**src/rtl/chaos_pkg.sv**
```systemverilog
// Shared definitions for the chaos keystream generator family.
// Holds the FSM state encoding, default widths, the fixed-point 1.0 constant
// and a default-width logistic step function for legacy and model users.
package chaos_pkg;

    localparam int unsigned CHAOS_XW       = 16;
    localparam int unsigned CHAOS_OUT_W    = 32;
    localparam int unsigned CHAOS_BURN_MAX = 255;
    localparam int unsigned CHAOS_CNT_W    = 16;
    localparam int unsigned CHAOS_PW       = 2 * CHAOS_XW + 1;

    // Fixed-point 1.0 (2^XW); needs one bit more than the state itself.
    localparam logic [CHAOS_XW:0] ONE_FX = {1'b1, {CHAOS_XW{1'b0}}};

    typedef enum logic [1:0] {
        IDLE = 2'd0,
        BURN = 2'd1,
        FILL = 2'd2,
        HOLD = 2'd3
    } chaos_state_e;

    // x_next = 4*x*(1-x) in fixed point, saturating at all-ones instead of wrapping.
    function automatic logic [CHAOS_XW-1:0] logistic_step_f(input logic [CHAOS_XW-1:0] x);
        logic [CHAOS_PW-1:0] p;
        logic [CHAOS_PW-1:0] r;
        p = CHAOS_PW'(x) * (CHAOS_PW'(ONE_FX) - CHAOS_PW'(x));
        r = p >> (CHAOS_XW - 2);
        if (r >= CHAOS_PW'(ONE_FX)) begin
            return '1;
        end
        return r[CHAOS_XW-1:0];
    endfunction

endpackage

```
**src/rtl/logistic_step.sv**
```systemverilog
// Combinational logistic-map iteration x -> 4*x*(1-x) in XW-bit fixed point.
// Ports: x (current state), x_next_c (next state, saturated to 2^XW-1).
module logistic_step
    import chaos_pkg::*;
#(
    parameter int unsigned XW = CHAOS_XW
) (
    input  logic [XW-1:0] x,
    output logic [XW-1:0] x_next_c
);

    localparam int unsigned PW  = 2 * XW + 1;
    localparam logic [PW-1:0] ONE = PW'(1) << XW;

    logic [PW-1:0] prod_c;
    logic [PW-1:0] scaled_c;

    // Product kept at full width; x = 1/2 lands exactly on 1.0 and must saturate.
    always_comb begin
        prod_c   = PW'(x) * (ONE - PW'(x));
        scaled_c = prod_c >> (XW - 2);
        x_next_c = (scaled_c >= ONE) ? '1 : scaled_c[XW-1:0];
    end

endmodule

```
**src/rtl/chaos_keystream_gen.sv**
```systemverilog
// Logistic-map keystream generator: accepts a seed/burn/word-count config,
// discards burn iterations, then packs one MSB per iteration into OUT_W-bit
// words streamed over valid/ready.
// Ports: cfg_* (config handshake), ks_* (keystream handshake + last marker),
// abort (synchronous cancel), busy, err_degenerate (sticky zero-state flag).
module chaos_keystream_gen
    import chaos_pkg::*;
#(
    parameter int unsigned XW       = CHAOS_XW,
    parameter int unsigned OUT_W    = CHAOS_OUT_W,
    parameter int unsigned BURN_MAX = CHAOS_BURN_MAX,
    parameter int unsigned CNT_W    = CHAOS_CNT_W,
    localparam int unsigned BW      = $clog2(BURN_MAX + 1)
) (
    input  logic             clk,
    input  logic             rst_n,
    input  logic [XW-1:0]    cfg_x0,
    input  logic [BW-1:0]    cfg_burn,
    input  logic [CNT_W-1:0] cfg_words,
    input  logic             cfg_vld,
    output logic             cfg_rdy,
    output logic [OUT_W-1:0] ks_data,
    output logic             ks_vld,
    input  logic             ks_rdy,
    output logic             ks_last,
    input  logic             abort,
    output logic             busy,
    output logic             err_degenerate
);

    localparam int unsigned BCW = $clog2(OUT_W);

    chaos_state_e     state_q, state_d;
    logic [XW-1:0]    x_q, x_d, x_next_c;
    logic [BW-1:0]    burn_cnt_q, burn_cnt_d;
    logic [CNT_W-1:0] words_left_q, words_left_d;
    logic [BCW-1:0]   bit_cnt_q, bit_cnt_d;
    logic [OUT_W-1:0] shreg_q, shreg_d, shifted_c;
    logic [OUT_W-1:0] ks_data_q, ks_data_d;
    logic             ks_vld_q, ks_vld_d;
    logic             ks_last_q, ks_last_d;
    logic             cfg_rdy_q, cfg_rdy_d;
    logic             busy_q, busy_d;
    logic             err_q, err_d;
    logic             seed_err_q, seed_err_d;
    logic             cfg_accept_c;

    logistic_step #(.XW(XW)) u_step (
        .x        (x_q),
        .x_next_c (x_next_c)
    );

    // First generated bit ends up at the MSB after OUT_W shifts.
    assign shifted_c    = {shreg_q[OUT_W-2:0], x_next_c[XW-1]};
    assign cfg_accept_c = cfg_vld & cfg_rdy_q & ~abort;

    // Next-state, counters, datapath and registered outputs.
    always_comb begin
        state_d      = state_q;
        x_d          = x_q;
        burn_cnt_d   = burn_cnt_q;
        words_left_d = words_left_q;
        bit_cnt_d    = bit_cnt_q;
        shreg_d      = shreg_q;
        ks_data_d    = ks_data_q;
        ks_vld_d     = ks_vld_q;
        ks_last_d    = ks_last_q;
        err_d        = err_q;
        seed_err_d   = 1'b0;

        // A zero-seed rejection only flags for a single cycle.
        if (seed_err_q) begin
            err_d = 1'b0;
        end

        if (abort) begin
            state_d   = IDLE;
            ks_vld_d  = 1'b0;
            ks_last_d = 1'b0;
        end else begin
            unique case (state_q)
                IDLE: begin
                    if (cfg_accept_c) begin
                        if (cfg_x0 == '0) begin
                            err_d      = 1'b1;
                            seed_err_d = 1'b1;
                        end else begin
                            x_d          = cfg_x0;
                            burn_cnt_d   = cfg_burn;
                            words_left_d = (cfg_words == '0) ? CNT_W'(1) : cfg_words;
                            bit_cnt_d    = '0;
                            err_d        = 1'b0;
                            state_d      = (cfg_burn != '0) ? BURN : FILL;
                        end
                    end
                end
                BURN: begin
                    x_d = x_next_c;
                    if (x_next_c == '0) begin
                        err_d = 1'b1;
                    end
                    if (burn_cnt_q != '0) begin
                        burn_cnt_d = burn_cnt_q - BW'(1);
                    end
                    if (burn_cnt_q <= BW'(1)) begin
                        bit_cnt_d = '0;
                        state_d   = FILL;
                    end
                end
                FILL: begin
                    x_d     = x_next_c;
                    shreg_d = shifted_c;
                    if (x_next_c == '0) begin
                        err_d = 1'b1;
                    end
                    if (bit_cnt_q == BCW'(OUT_W - 1)) begin
                        ks_data_d = shifted_c;
                        ks_vld_d  = 1'b1;
                        ks_last_d = (words_left_q == CNT_W'(1));
                        state_d   = HOLD;
                    end else begin
                        bit_cnt_d = bit_cnt_q + BCW'(1);
                    end
                end
                HOLD: begin
                    if (ks_vld_q && ks_rdy) begin
                        ks_vld_d  = 1'b0;
                        ks_last_d = 1'b0;
                        if (words_left_q > CNT_W'(1)) begin
                            words_left_d = words_left_q - CNT_W'(1);
                            bit_cnt_d    = '0;
                            state_d      = FILL;
                        end else begin
                            state_d = IDLE;
                        end
                    end
                end
                default: state_d = IDLE;
            endcase
        end

        cfg_rdy_d = (state_d == IDLE);
        busy_d    = (state_d != IDLE);
    end

    // State and output registers.
    always_ff @(posedge clk or negedge rst_n) begin
        if (!rst_n) begin
            state_q      <= IDLE;
            x_q          <= '0;
            burn_cnt_q   <= '0;
            words_left_q <= '0;
            bit_cnt_q    <= '0;
            shreg_q      <= '0;
            ks_data_q    <= '0;
            ks_vld_q     <= 1'b0;
            ks_last_q    <= 1'b0;
            cfg_rdy_q    <= 1'b1;
            busy_q       <= 1'b0;
            err_q        <= 1'b0;
            seed_err_q   <= 1'b0;
        end else begin
            state_q      <= state_d;
            x_q          <= x_d;
            burn_cnt_q   <= burn_cnt_d;
            words_left_q <= words_left_d;
            bit_cnt_q    <= bit_cnt_d;
            shreg_q      <= shreg_d;
            ks_data_q    <= ks_data_d;
            ks_vld_q     <= ks_vld_d;
            ks_last_q    <= ks_last_d;
            cfg_rdy_q    <= cfg_rdy_d;
            busy_q       <= busy_d;
            err_q        <= err_d;
            seed_err_q   <= seed_err_d;
        end
    end

    assign cfg_rdy        = cfg_rdy_q;
    assign ks_data        = ks_data_q;
    assign ks_vld         = ks_vld_q;
    assign ks_last        = ks_last_q;
    assign busy           = busy_q;
    assign err_degenerate = err_q;

endmodule
```
**config.mk**
```make
export PLATFORM = sky130hd
export DESIGN_NAME = chaos_keystream_gen
export DESIGN_NICKNAME = d
export VERILOG_FILES = /design/src/rtl/chaos_pkg.sv /design/src/rtl/logistic_step.sv /design/src/rtl/chaos_keystream_gen.sv
export SDC_FILE = /design/constraint.sdc
export NUM_CORES = 1
export LEC_CHECK = 0
export CAP_MARGIN = 15
export CELL_PAD_IN_SITES_DETAIL_PLACEMENT = 0
export CELL_PAD_IN_SITES_GLOBAL_PLACEMENT = 1
export CORE_AREA = 2 2 170 172
export CTS_CLUSTER_SIZE = 30
export DETAILED_ROUTE_END_ITERATION = 8
export DIE_AREA = 0 0 172 174
export GPL_ROUTABILITY_DRIVEN = 0
export PLACE_DENSITY_LB_ADDON = 0.1
export SLEW_MARGIN = 10
export SYNTH_ARGS = -nofsm -noshare
export SYNTH_HDL_FRONTEND = slang
export SYNTH_SLANG_ARGS = --single-unit
```
**constraint.sdc**
```tcl
create_clock -name clk -period 18.9 [get_ports clk]
set_input_delay 5.67 -clock clk [delete_from_list [all_inputs] [get_ports clk]]
set_output_delay 5.67 -clock clk [all_outputs]
set_load 0.05 [all_outputs]
```
# After elaboration in Yosys (flattened, before gate mapping)
# Cells that the tools add are included.
# totals
latch_bits	0
rom_bits	0
mem_bits_rw	0
memories	0
ff_bits	116
# classes
mux	46
shift	0
n_div	0
order_cmp	3
bitwise_logic	3
n_reduce_logical	21
multipliers	1
n_addsub	4
eq_ne	14
# ops
operator	n
two-way mux 16 bit	8
case mux 16 bit (2 select lines)	2
zero test 16 bit	3
multiplier 16 x 33 -> 33 bit	1
two-way mux 5 bit	6
two-way mux 8 bit	3
case mux 5 bit (4 select lines)	1
greater-or-equal comparator 19 x 17 -> 1 bit (second input constant)	1
subtractor 17 x 16 -> 18 bit (first input constant)	1
== test 16 x 1 -> 1 bit (second input constant)	1
> comparator 16 x 1 -> 1 bit (second input constant)	1
two-way mux 2 bit	8
case mux 8 bit (2 select lines)	1
nonzero test 8 bit	2
subtractor 16 x 1 -> 16 bit (second input constant)	1
inequality test 2 bit (second input constant)	7
two-way mux 1 bit	13
<= comparator 8 x 1 -> 1 bit (second input constant)	1
case mux 2 bit (4 select lines)	1
nonzero test 2 bit	4
subtractor 8 x 1 -> 8 bit (second input constant)	1
AND reduction 7 bit	1
inequality test 3 bit (second input constant)	2
case mux 1 bit (2 select lines)	3
15 further kinds	19

# Longest topological paths before layout
# Gate-level depths: netlist of run 1.
# depth
ltp_word	8
depth_mapped	33
depth_no_buf	29

# Modules after synthesis
# From an unflattened synthesis of run 1, not the netlist that was laid out.
# unflattened
hier_cells	1528
area_unflattened_um2	14994.4
# by_module_without_submodules
module	seq_area_each_um2	instances	cells_per_inst	area_per_inst_um2
logistic_step	0.0	1	1014	9322.7
chaos_keystream_gen	2904.0	1	514	5671.7

# Least setup slack after synthesis of run 1
# No wires, ideal clock.
# synth_timing
path_type	register to register
startpoint	reg x_q[0]
endpoint	reg x_q[10]
arrival_ns	7.713
setup_slack_ns	11.056
synth_period_minus_slack_ns	7.844
stages_incl_launch_ff	32
path_buffers	3
cell_sequence	dfrtp_1 > clkbuf_1 > inv_1 > ha_1 > nor3b_1 > nor3b_1 > nand2_1 > nor4_1 > and3b_1 > ha_1 > clkbuf_1 > nand2b_1 > fa_1 > inv_1 > fa_1 > inv_1 > fa_1 > inv_1 > fa_1 > fa_1 > fa_1 > ha_1 > a21oi_2 > o211ai_1 > a211oi_2 > nor3_1 > o311ai_1 > and3b_1 > o211ai_4 > buf_6 > o31ai_1 > o21ai_1
# synth_via
elab_chain_len	5
# synth_lines
item	line	source
from (decl)	chaos_keystream_gen.sv:34	logic [XW-1:0] x_q, x_d, x_next_c;
from (signal assigned)	chaos_keystream_gen.sv:150	x_q <= '0;
from (signal assigned)	chaos_keystream_gen.sv:164	x_q <= x_d;
subtractor 17 x 16 -> 18 bit	logistic_step.sv:20	prod_c = PW'(x) * (ONE - PW'(x));
multiplier 16 x 33 -> 33 bit (*)	logistic_step.sv:20	
greater-or-equal comparator 19 x 17 -> 1 bit	logistic_step.sv:22	x_next_c = (scaled_c >= ONE) ? '1 : scaled_c[XW-1:0];
two-way mux 16 bit (*)	logistic_step.sv:22	
case mux 16 bit (2 select lines) (*)	chaos_keystream_gen.sv:81	unique case (state_q)
# Every way passes the cells marked *; elsewhere a longest branch is shown, timed or not.
# A chain may end at the register's enable or synchronous reset.

# Final worst setup path of run 1
# layout_timing
startpoint	reg x_q[0]
endpoint	reg err_q, in the netlist err_degenerate
# layout_via
elab_chain_len	8
# layout_lines
item	line	source
subtractor 17 x 16 -> 18 bit	logistic_step.sv:20	
multiplier 16 x 33 -> 33 bit (*)	logistic_step.sv:20	
greater-or-equal comparator 19 x 17 -> 1 bit	logistic_step.sv:22	
two-way mux 16 bit (*)	logistic_step.sv:22	
zero test 16 bit (*)	chaos_keystream_gen.sv:99, chaos_keystream_gen.sv:113	
two-way mux 1 bit (*)	chaos_keystream_gen.sv:99, chaos_keystream_gen.sv:113	
case mux 1 bit (2 select lines) (*)	chaos_keystream_gen.sv:81	
two-way mux 1 bit (*)	chaos_keystream_gen.sv:76	if (abort) begin
net err_d	chaos_keystream_gen.sv:44	logic err_q, err_d;
to (signal assigned)	chaos_keystream_gen.sv:174	err_q <= err_d;
to (decl)	chaos_keystream_gen.sv:44	
# The timed path passes the listed nets; every way through them passes the cells marked *.

==> out/results.ini, run 1 <==
[outcome]
outcome=complete, no violations

[placement]
dp_hpwl_microns=27900
place.port_buffers=81

[route]
postRouteAntennaNets=0
viasPerCell=5.40
drt-total-wl_microns=36000
wl_per_cell_microns=18.2
dr.pass1.iters=5
drt_iter0_markers=457
vias=10700
drc=0

[setup_path]
crit_slowest_cell=fa_1
worst_setup_path_start_kind=flip-flop
cp_max_fo=28
arrival_ps=9600
reg2regPathDepth=29
max_stage_delay_ps=560
reg2reg_slack_ps=9610
crit_required_ps=19210
r2r-end=err_degenerate$_DFF_PN0_
cpMostUsedCell=fa_1
reg2reg_from=x_q[0]$_DFFE_PN0P_
crit_type=reg2reg
cp-end-kind=flip-flop

[clock_tree]
cts_tree=done
numCtsBuffers=17
htree_levels=4
clk_pin_slew_worst_paths_ps=70
cts_buffer_depth=2
cts_resized=0
cts_setup_buffers=0
hold_buffers=0
cts_sinks=116
cts_root_buf=clkbuf_16
clk_latency_ps=420

[sta]
rsz0062_at_grt=false
setup_viol=0
worst_pin_slew_ps=1040
clock_skew_ps=19.5
fmax_ghz=0.108
tns_ps=0
relSlewSlack=0.307
finalMaxSlewViolations=0
hold_viol_final=0
fin_crit_sh=0.492
period_minus_slack_ps=9290

[worst_hold_path]
hold_start=x_q[7]$_DFFE_PN0P_
hold_path_class=reg2reg
worstHoldPathCells=2
whs_endpoint=x_q[7]$_DFFE_PN0P_

[synth]
synth_cells=1534
ys.flop_type=dfrtp_1
synth_edf_count=0
async_flop_share=1.00
synth.ff_latch_count=116
synthSimpleGateAreaFrac=0.184
synth_top_family_by_area=adder cells
synth_area_sq_mm=0.0147
synth_fa_ha_area_frac=0.392
synthXorXnorAreaFrac=0.0113
synth.area.mux_share=0.0501
seq_area_frac_synth=0.197
ys_types=65
synth_compound_area_frac=0.0863
yosys_warnings=0
avgSynthCellArea_sq_um=9.60

[global_route]
antenna_found_initial=0
overflow=0
grt_pass1_vias=11400
grt_usage=0.258
grt_max_degree=66
grt_pass1_wl_microns=60300

[layout]
drive_gt1_frac=0.0770
area_growth_pct=11.7
ff_latch_area_sq_mm=0.00290
multi_input_area_sq_mm=0.0107
nFillCells=2555
n_antenna_cell=0
final_util=0.582
nets=1967

[die]
die_height_microns=174
placementRows=62
dieArea_sq_mm=0.0299
start_util=0.522
die_x_microns=172
core_area_sq_mm=0.0282
io_pins=82

[run]
cap_violations=0

-- worst max path at each step --
stage	startpoint	end	slack, ps	depth (start not counted)
2_1_floorplan	x_q[0]$_DFFE_PN0P_	x_q[10]$_DFFE_PN0P_	11060	31
3_3_place_gp	x_q[1]$_DFFE_PN0P_	err_degenerate$_DFF_PN0_	9680	28
3_5_place_dp	x_q[1]$_DFFE_PN0P_	err_degenerate$_DFF_PN0_	9580	28
4_1_cts	x_q[1]$_DFFE_PN0P_	err_degenerate$_DFF_PN0_	9520	28
5_1_grt	x_q[1]$_DFFE_PN0P_	err_degenerate$_DFF_PN0_	9080	28
6_report	x_q[0]$_DFFE_PN0P_	err_degenerate$_DFF_PN0_	9610	29
-- cell usage in the layout (no fill, tap or decap), drive strengths merged, types with 16 or more instances in the layout --
cell	count
inv	240
o21ai	54
fa	207
nor2	54
nor2b	116
nand2b	93
ha	130
nor3	22
and2	25
mux2	62
clkdlybuf4s50	80
a21oi	55
dfrtp	115
o22ai	26
nor4	16
nand2	87
clkbuf	17
nand3	28
-- sequential cells by signal, summed over array words and instances, names as in the netlist, 2 cells and up --
register      flops
x_q              16
shreg_q          31
state_q           2
ks_data          32
words_left_q     16
burn_cnt_q        8
bit_cnt_q         5
-- per-stage QoR --
stage                     cell area (sq um)  hold slack [ps]  instances  setup WS, ps
after floorplan                       14800              456       1546         11060
after global placement                15800              468       1950          9680
after detailed placement              15800              477       1950          9580
after CTS                             16400              492       1982          9520
after global routing                  16400              522       1982          9080
final                                 16400              487       1982          9610
-- Yosys cell counts (all sizes together), types with 15 or more instances --
master  number  area, sq um
a21oi       55          279
and2        25          156
clkbuf      59          221
dfrtp      115         2880
fa         207         4140
ha         130         1630
inv        230          863
mux2        62          698
nand2       87          329
nand2b      93          582
nand3       28          145
nor2        54          203
nor2b      116          726
nor3        22          115
nor4        16          106
o21ai       54          270
o22ai       26          163
o31ai       15          118
-- layer usage --
metal | track usage | routed length [microns] | up-vias
met5 | 0 | 0 | -
met4 | 0.0644 | 703 | 0
met3 | 0.0321 | 1420 | 35
met2 | 0.435 | 17900 | 213
met1 | 0.353 | 16000 | 5382
li1 | - | - | 5065
-- final cells by class --
type / count / share of cell area
Clock buffer: 17 / 0.0259
Tap cell: 384 / 0.0292
Timing Repair Buffer: 90 / 0.0533
Clock inverter: 15 / 0.0111
Sequential cell: 116 / 0.177
Multi-Input combinational cell: 1129 / 0.651
Inverter: 231 / 0.0527
-- critical path, delay by kind of cell (launching register included) --
| kind | cells | cell delay [ps] |
|---|---|---|
| AOI/OAI and AO/OA | 7 | 2050 |
| DFF | 1 | 360 |
| buffers and inverters | 5 | 670 |
| adders and majority gates | 9 | 4090 |
| and+or+nand+nor | 8 | 2030 |
-- cell families (layout without fill, tap and decap cells) --
logic type | Yosys count | after routing
AND/OR/NAND/NOR | 492 | 492
multiplexers | 66 | 66
XOR/XNOR | 19 | 19
adder cells (fa/ha/maj) | 337 | 337
flip-flops | 116 | 116
other | 2 | 14
AO/OA/AOI/OAI | 201 | 201
buffers and inverters | 301 | 353
Power of run 1 is left out: the tool's default activity adds up to more than one toggle a clock period on the data nets, which glitch-free logic cannot reach.
==> run 2: changes to the inputs <==
--- a/config.mk
+++ b/config.mk
@@ -8,10 +8,10 @@
 export CAP_MARGIN = 15
 export CELL_PAD_IN_SITES_DETAIL_PLACEMENT = 0
 export CELL_PAD_IN_SITES_GLOBAL_PLACEMENT = 1
-export CORE_AREA = 2 2 170 172
+export CORE_AREA = 2 2 186 188
 export CTS_CLUSTER_SIZE = 30
 export DETAILED_ROUTE_END_ITERATION = 8
-export DIE_AREA = 0 0 172 174
+export DIE_AREA = 0 0 188 190
 export GPL_ROUTABILITY_DRIVEN = 0
 export PLACE_DENSITY_LB_ADDON = 0.1
 export SLEW_MARGIN = 10
==> constraint.sdc (replaced) <==
create_clock -name clk -period 7.7 [get_ports clk]
set_input_delay 2.31 -clock clk [delete_from_list [all_inputs] [get_ports clk]]
set_output_delay 2.31 -clock clk [all_outputs]
set_load 0.05 [all_outputs]
==> run 2 against run 1 <==
Global-route usage decreased by 2.5 points. Routed wire length increased by 9.5%. Clock skew shrank 12 ps. Critical path depth increased by 3. Die area up 19%. Register-to-register slack worse by 9500 ps. Worst setup slack worse by 9500 ps. Via count rose by 7.0%. First-iteration DRC count increased by 3.5%. Count of clock-buffer cells in the layout is 5 higher.
==> out/results.ini, run 2 (synthesis results as in run 1) <==
[outcome]
outcome=complete, no violations

[clock_tree]
cts_buffer_depth=2  ; unchanged
cts_sinks=116  ; unchanged
numCtsBuffers=17  ; unchanged
htree_levels=4  ; unchanged
cts_root_buf=clkbuf_16
hold_buffers=0  ; unchanged
clk_pin_slew_worst_paths_ps=60  ; about the same
clk_latency_ps=410  ; about the same
cts_tree=done

[setup_path]
crit_required_ps=7960  ; -11250 ps
arrival_ps=7850  ; -1750 ps
cp_max_fo=5  ; -82%
cp-end-kind=flip-flop
worst_setup_path_start_kind=flip-flop
cpMostUsedCell=fa_1
max_stage_delay_ps=580  ; +20 ps
reg2regPathDepth=32  ; +10%
crit_slowest_cell=fa_1
crit_type=reg2reg

[sta]
fmax_ghz=0.132  ; +22%
worst_pin_slew_ps=1090  ; +53.4 ps
fin_crit_sh=0.986  ; +0.495
setup_viol=0  ; unchanged
relSlewSlack=0.271  ; -0.0357
clock_skew_ps=7.66  ; -11.8 ps
hold_viol_final=0  ; unchanged
rsz0062_at_grt=true
whs_ps=492  ; +5.86 ps
period_minus_slack_ps=7600  ; -1700 ps
finalMaxSlewViolations=0  ; unchanged

[global_route]
grt_pass1_vias=12300  ; +8.6%
antenna_found_initial=0  ; unchanged
grtUsageMet1=0.301  ; -0.0517
overflow=0  ; unchanged
busiest_layer=met2
met3_usage=0.0301  ; -0.00204
grt_usage=0.232  ; -0.0253
grt_max_degree=76  ; +15%
grt_pass1_wl_microns=65400  ; +8.4%
grt_use_met2=0.409  ; -0.0257

[route]
drt_iter0_markers=473  ; +3.5%
postRouteAntennaNets=0  ; unchanged
drc=0  ; unchanged
viasPerCell=5.15  ; -4.6%
drt-total-wl_microns=39500  ; +9.5%
vias=11400  ; +7.0%
dr.pass1.iters=5  ; unchanged
wl_per_cell_microns=17.8  ; -2.3%

[die]
dieArea_sq_mm=0.0357  ; +19%
core_area_sq_mm=0.0339  ; +20%
io_pins=82  ; unchanged
start_util=0.434  ; -0.0877
die_x_microns=188  ; +9.3%
die_height_microns=190  ; +9.2%
placementRows=68  ; +9.7%

[layout]
final_common_cell=inv_1
nets=2137  ; +8.6%
nFillCells=3091  ; +21%
most-common-layout-cells=inv_1 (225), fa_1 (198), buf_4 (164), dfrtp_1 (113), ha_1 (108)
n_antenna_cell=0  ; unchanged
largest_register_ffs=32  ; unchanged
drive_gt1_frac=0.226  ; +0.149
area_growth_pct=26.5

[worst_hold_path]
hold_path_class=reg2reg
worstHoldPathCells=2  ; unchanged

[run]
cap_violations=0  ; unchanged

[placement]
dp_hpwl_microns=31200  ; +12%
place.port_buffers=81  ; unchanged

-- run 2: changes by cell type in the layout (fill, tap and decap cells not counted), moves of 7 or more --
| cell | delta |
|---|---|
| a21oi_1 | -7 |
| nor2b_1 | -9 |
| nor2b_2 | +9 |
| nand2b_1 | -8 |
| buf_6 | +12 |
| buf_4 | +154 |
| fa_2 | +9 |
| fa_1 | -9 |
| nand2b_4 | +8 |
| ha_4 | +21 |
| o21ai_0 | -9 |
| nor3b_1 | -7 |
| ha_1 | -22 |
-- run 2: final timing paths --
kind                                               start                          end  slack (ps)
worst max-delay path                  x_q[0]$_DFFE_PN0P_          x_q[14]$_DFFE_PN0P_         100
worst min-delay path            bit_cnt_q[4]$_DFFE_PN0P_     bit_cnt_q[4]$_DFFE_PN0P_         490
worst max register to register        x_q[0]$_DFFE_PN0P_          x_q[14]$_DFFE_PN0P_         100
worst min register to register  bit_cnt_q[4]$_DFFE_PN0P_     bit_cnt_q[4]$_DFFE_PN0P_         490
max in group asynchronous                          rst_n  words_left_q[2]$_DFFE_PN0P_        4520
min in group asynchronous                          rst_n      ks_data[17]$_DFFE_PN0P_        2030
-- run 2: cell type report --
class,instances,area [sq um],share of cell area
clock buffer,22,474,0.0254
tap,455,569,0.0306
sequential,116,2910,0.156
clock inverter,10,124,0.00665
timing repair buffer,260,2250,0.121
multi-input combinational,1129,11400,0.614
inverter,231,867,0.0465
-- run 2: timing repair --
item,CTS,global route
pin swaps,36,59
setup endpoints to repair,19,19
gates resized for setup,62,94
buffers inserted,27,13
cloned,1,0
-- run 2: worst max-delay path, delay by kind of cell, from the launching register on --
| kind | cells | cell delay [ps] |
|---|---|---|
| buf+inv | 9 | 890 |
| compound gates | 3 | 430 |
| xor+xnor | 1 | 160 |
| simple gates | 10 | 1720 |
| flops | 1 | 440 |
| fa+ha+maj | 9 | 3760 |
-- run 2: routing by layer --
layer	vias to the layer above	share of wire
met1	5774	0.45
met2	212	0.50
met4	0	0.021
met3	49	0.029
met5	-	0
li1	5404	-
-- run 2: stage by stage --
stage               setup TNS [ps]  setup slack [ps]  utilization  cells  instance area (sq um)
CTS                              0              5.53        0.533   2211                  18100
floorplan                        0              39.1            -   1546                  14800
detailed placement           -7160              -464        0.499   2152                  16900
global placement             -4890              -325        0.499   2152                  16900
finish                           0               105        0.549   2223                  18600
global route                 -2910              -232        0.549   2223                  18600
Power of run 2 is left out for the same reason.
==> run 3: changes to the inputs <==
--- a/config.mk
+++ b/config.mk
@@ -8,12 +8,14 @@
 export CAP_MARGIN = 15
 export CELL_PAD_IN_SITES_DETAIL_PLACEMENT = 0
 export CELL_PAD_IN_SITES_GLOBAL_PLACEMENT = 1
-export CORE_AREA = 2 2 186 188
+export CORE_AREA = 2 2 181 183
 export CTS_CLUSTER_SIZE = 30
 export DETAILED_ROUTE_END_ITERATION = 8
-export DIE_AREA = 0 0 188 190
+export DIE_AREA = 0 0 183 185
+export DONT_BUFFER_PORTS = 1
 export GPL_ROUTABILITY_DRIVEN = 0
 export PLACE_DENSITY_LB_ADDON = 0.1
+export SKIP_LAST_GASP = 1
 export SLEW_MARGIN = 10
 export SYNTH_ARGS = -nofsm -noshare
 export SYNTH_HDL_FRONTEND = slang
==> run 3 against run 2 <==
Worst setup slack got worse by 1.2 ps. Non-clock buffer count decreased by 103. Die area decreased by 5.2%. Largest cell class unchanged. Sequential share of layout area increased by 0.81 points.
==> out/results.ini, run 3 (synthesis results as in run 1) <==
[outcome]
outcome=complete, no violations

[setup_path]
max_stage_delay_ps=630  ; +50 ps
r2r-end=x_q[10]$_DFFE_PN0P_
crit_required_ps=8000  ; +40 ps
cp_max_fo=7  ; +2
cpMostUsedCell=fa_1
reg2reg_slack_ps=100  ; about the same
crit_slowest_cell=fa_2
crit_type=reg2reg
worst_setup_path_start_kind=flip-flop
reg2reg_from=x_q[0]$_DFFE_PN0P_
reg2regPathDepth=32  ; unchanged
cp-end-kind=flip-flop
arrival_ps=7890  ; +40 ps

[die]
dieArea_sq_mm=0.0339  ; -5.2%
die_height_microns=185  ; -2.6%
placementRows=66  ; -2.9%
start_util=0.460  ; +0.0258
io_pins=82  ; unchanged
core_area_sq_mm=0.0320  ; -5.6%
die_x_microns=183  ; -2.7%

[global_route]
grt_pass1_vias=11700  ; -4.9%
overflow=0  ; unchanged
antenna_found_initial=0  ; unchanged
grt_max_degree=117  ; +54%
grt_usage=0.241  ; +0.00917
grt_pass1_wl_microns=63600  ; -2.9%

[route]
drt-total-wl_microns=38500  ; -2.5%
dr.pass1.iters=5  ; unchanged
drt_iter0_markers=397  ; -16%
drc=0  ; unchanged
postRouteAntennaNets=0  ; unchanged
wl_per_cell_microns=18.6  ; +4.6%
vias=11000  ; -4.2%
viasPerCell=5.29  ; +2.8%

[layout]
drive_gt1_frac=0.239  ; +0.0131
final_common_cell=inv_1
largest_register_ffs=32  ; unchanged
most-common-layout-cells=inv_1 (223), fa_1 (198), buf_4 (141), dfrtp_1 (115), ha_1 (111)
n_antenna_cell=0  ; unchanged
nFillCells=2943  ; -4.8%
area_growth_pct=20.2
nets=2034  ; -4.8%

[sta]
finalMaxSlewViolations=0  ; unchanged
tns_ps=0  ; unchanged
clock_skew_ps=5.85  ; -1.81 ps
setup_viol=0  ; unchanged
worst_pin_slew_ps=986  ; -105 ps
fmax_ghz=0.132  ; about the same
relSlewSlack=0.343  ; +0.0717
fin_crit_sh=0.987  ; about the same
rsz0062_at_grt=true
period_minus_slack_ps=7600  ; +1.24 ps
hold_viol_final=0  ; unchanged

[worst_hold_path]
worstHoldPathCells=2  ; unchanged
hold_start=bit_cnt_q[4]$_DFFE_PN0P_
whs_endpoint=bit_cnt_q[4]$_DFFE_PN0P_
hold_path_class=reg2reg

[clock_tree]
cts_root_buf=clkbuf_16
hold_buffers=0  ; unchanged
cts_sinks=116  ; unchanged
clk_latency_ps=410  ; about the same
cts_buffer_depth=2  ; unchanged
clk_pin_slew_worst_paths_ps=60  ; about the same
cts_tree=done
numCtsBuffers=17  ; unchanged
htree_levels=4  ; unchanged

[placement]
place.port_buffers=0  ; -100%
dp_hpwl_microns=30100  ; -3.7%

[run]
cap_violations=0  ; unchanged

-- run 3: cell types whose count changed in the layout (fill, tap and decap cells not counted), moves of 5 or more --
cell	change
o21ai_1	+6
nor2b_1	-6
o22ai_2	+5
clkdlybuf4s50_1	-80
nor2b_4	+5
o21ai_0	-7
o22ai_1	-6
ha_4	-5
buf_4	-23
-- run 3: cell type report --
class	instances	area, sq um	share of cell area
multi-input cells	1129	11500	0.650
clock buffers	22	474	0.0268
inverters	231	870	0.0491
flip-flops and latches	116	2900	0.164
clock inverters	8	150	0.00848
repair buffers	157	1290	0.0729
well taps	408	510	0.0288
-- run 3: per-stage QoR --
stage / worst slack [ps] / cells / hold WS, ps / utilization / instance area, sq um
2_1_floorplan: 39.1 / 1546 / 456 / - / 14800
3_3_place_gp: -366 / 2006 / 469 / 0.497 / 15900
3_5_place_dp: -476 / 2006 / 481 / 0.497 / 15900
4_1_cts: -13.1 / 2056 / 494 / 0.537 / 17200
5_1_grt: -199 / 2071 / 523 / 0.553 / 17700
6_report: 104 / 2071 / 490 / 0.553 / 17700
-- run 3: worst max path at each step --
stage | slack, ps | endpoint | depth (start not counted) | start
floorplan | 40 | x_q[10]$_DFFE_PN0P_ | 31 | x_q[0]$_DFFE_PN0P_
detailed placement | -480 | x_q[3]$_DFFE_PN0P_ | 28 | x_q[0]$_DFFE_PN0P_
global placement | -370 | x_q[11]$_DFFE_PN0P_ | 28 | x_q[0]$_DFFE_PN0P_
finish | 100 | x_q[10]$_DFFE_PN0P_ | 32 | x_q[0]$_DFFE_PN0P_
global route | -200 | x_q[15]$_DFFE_PN0P_ | 30 | x_q[0]$_DFFE_PN0P_
CTS | -10 | x_q[0]$_DFFE_PN0P_ | 30 | x_q[0]$_DFFE_PN0P_
-- run 3: routing by layer --
| metal | vias to the layer above | routed length [microns] | global-route usage |
|---|---|---|---|
| li1 | 5193 | - | - |
| met1 | 5535 | 17200 | 0.319 |
| met2 | 181 | 19400 | 0.426 |
| met3 | 48 | 1140 | 0.0252 |
| met4 | 0 | 794 | 0.0598 |
| met5 | - | 0 | 0 |
-- run 3: repair_timing --
| item | CTS | global route |
|---|---|---|
| gates resized for setup | 100 | 89 |
| setup endpoints to repair | 19 | 19 |
| cloned | 1 | 0 |
| pin swaps | 51 | 68 |
| buffers inserted | 19 | 17 |
-- run 3: worst max-delay path: cells and delay by family (launching register included) --
| family | cells | cell delay, ps |
|---|---|---|
| xor gates and xnor gates | 1 | 250 |
| DFF | 1 | 410 |
| AOI/OAI and AO/OA | 5 | 620 |
| adders and majority gates | 8 | 3620 |
| and+or+nand+nor | 10 | 1680 |
| buffers and inverters | 8 | 890 |
Power of run 3 is left out for the same reason.
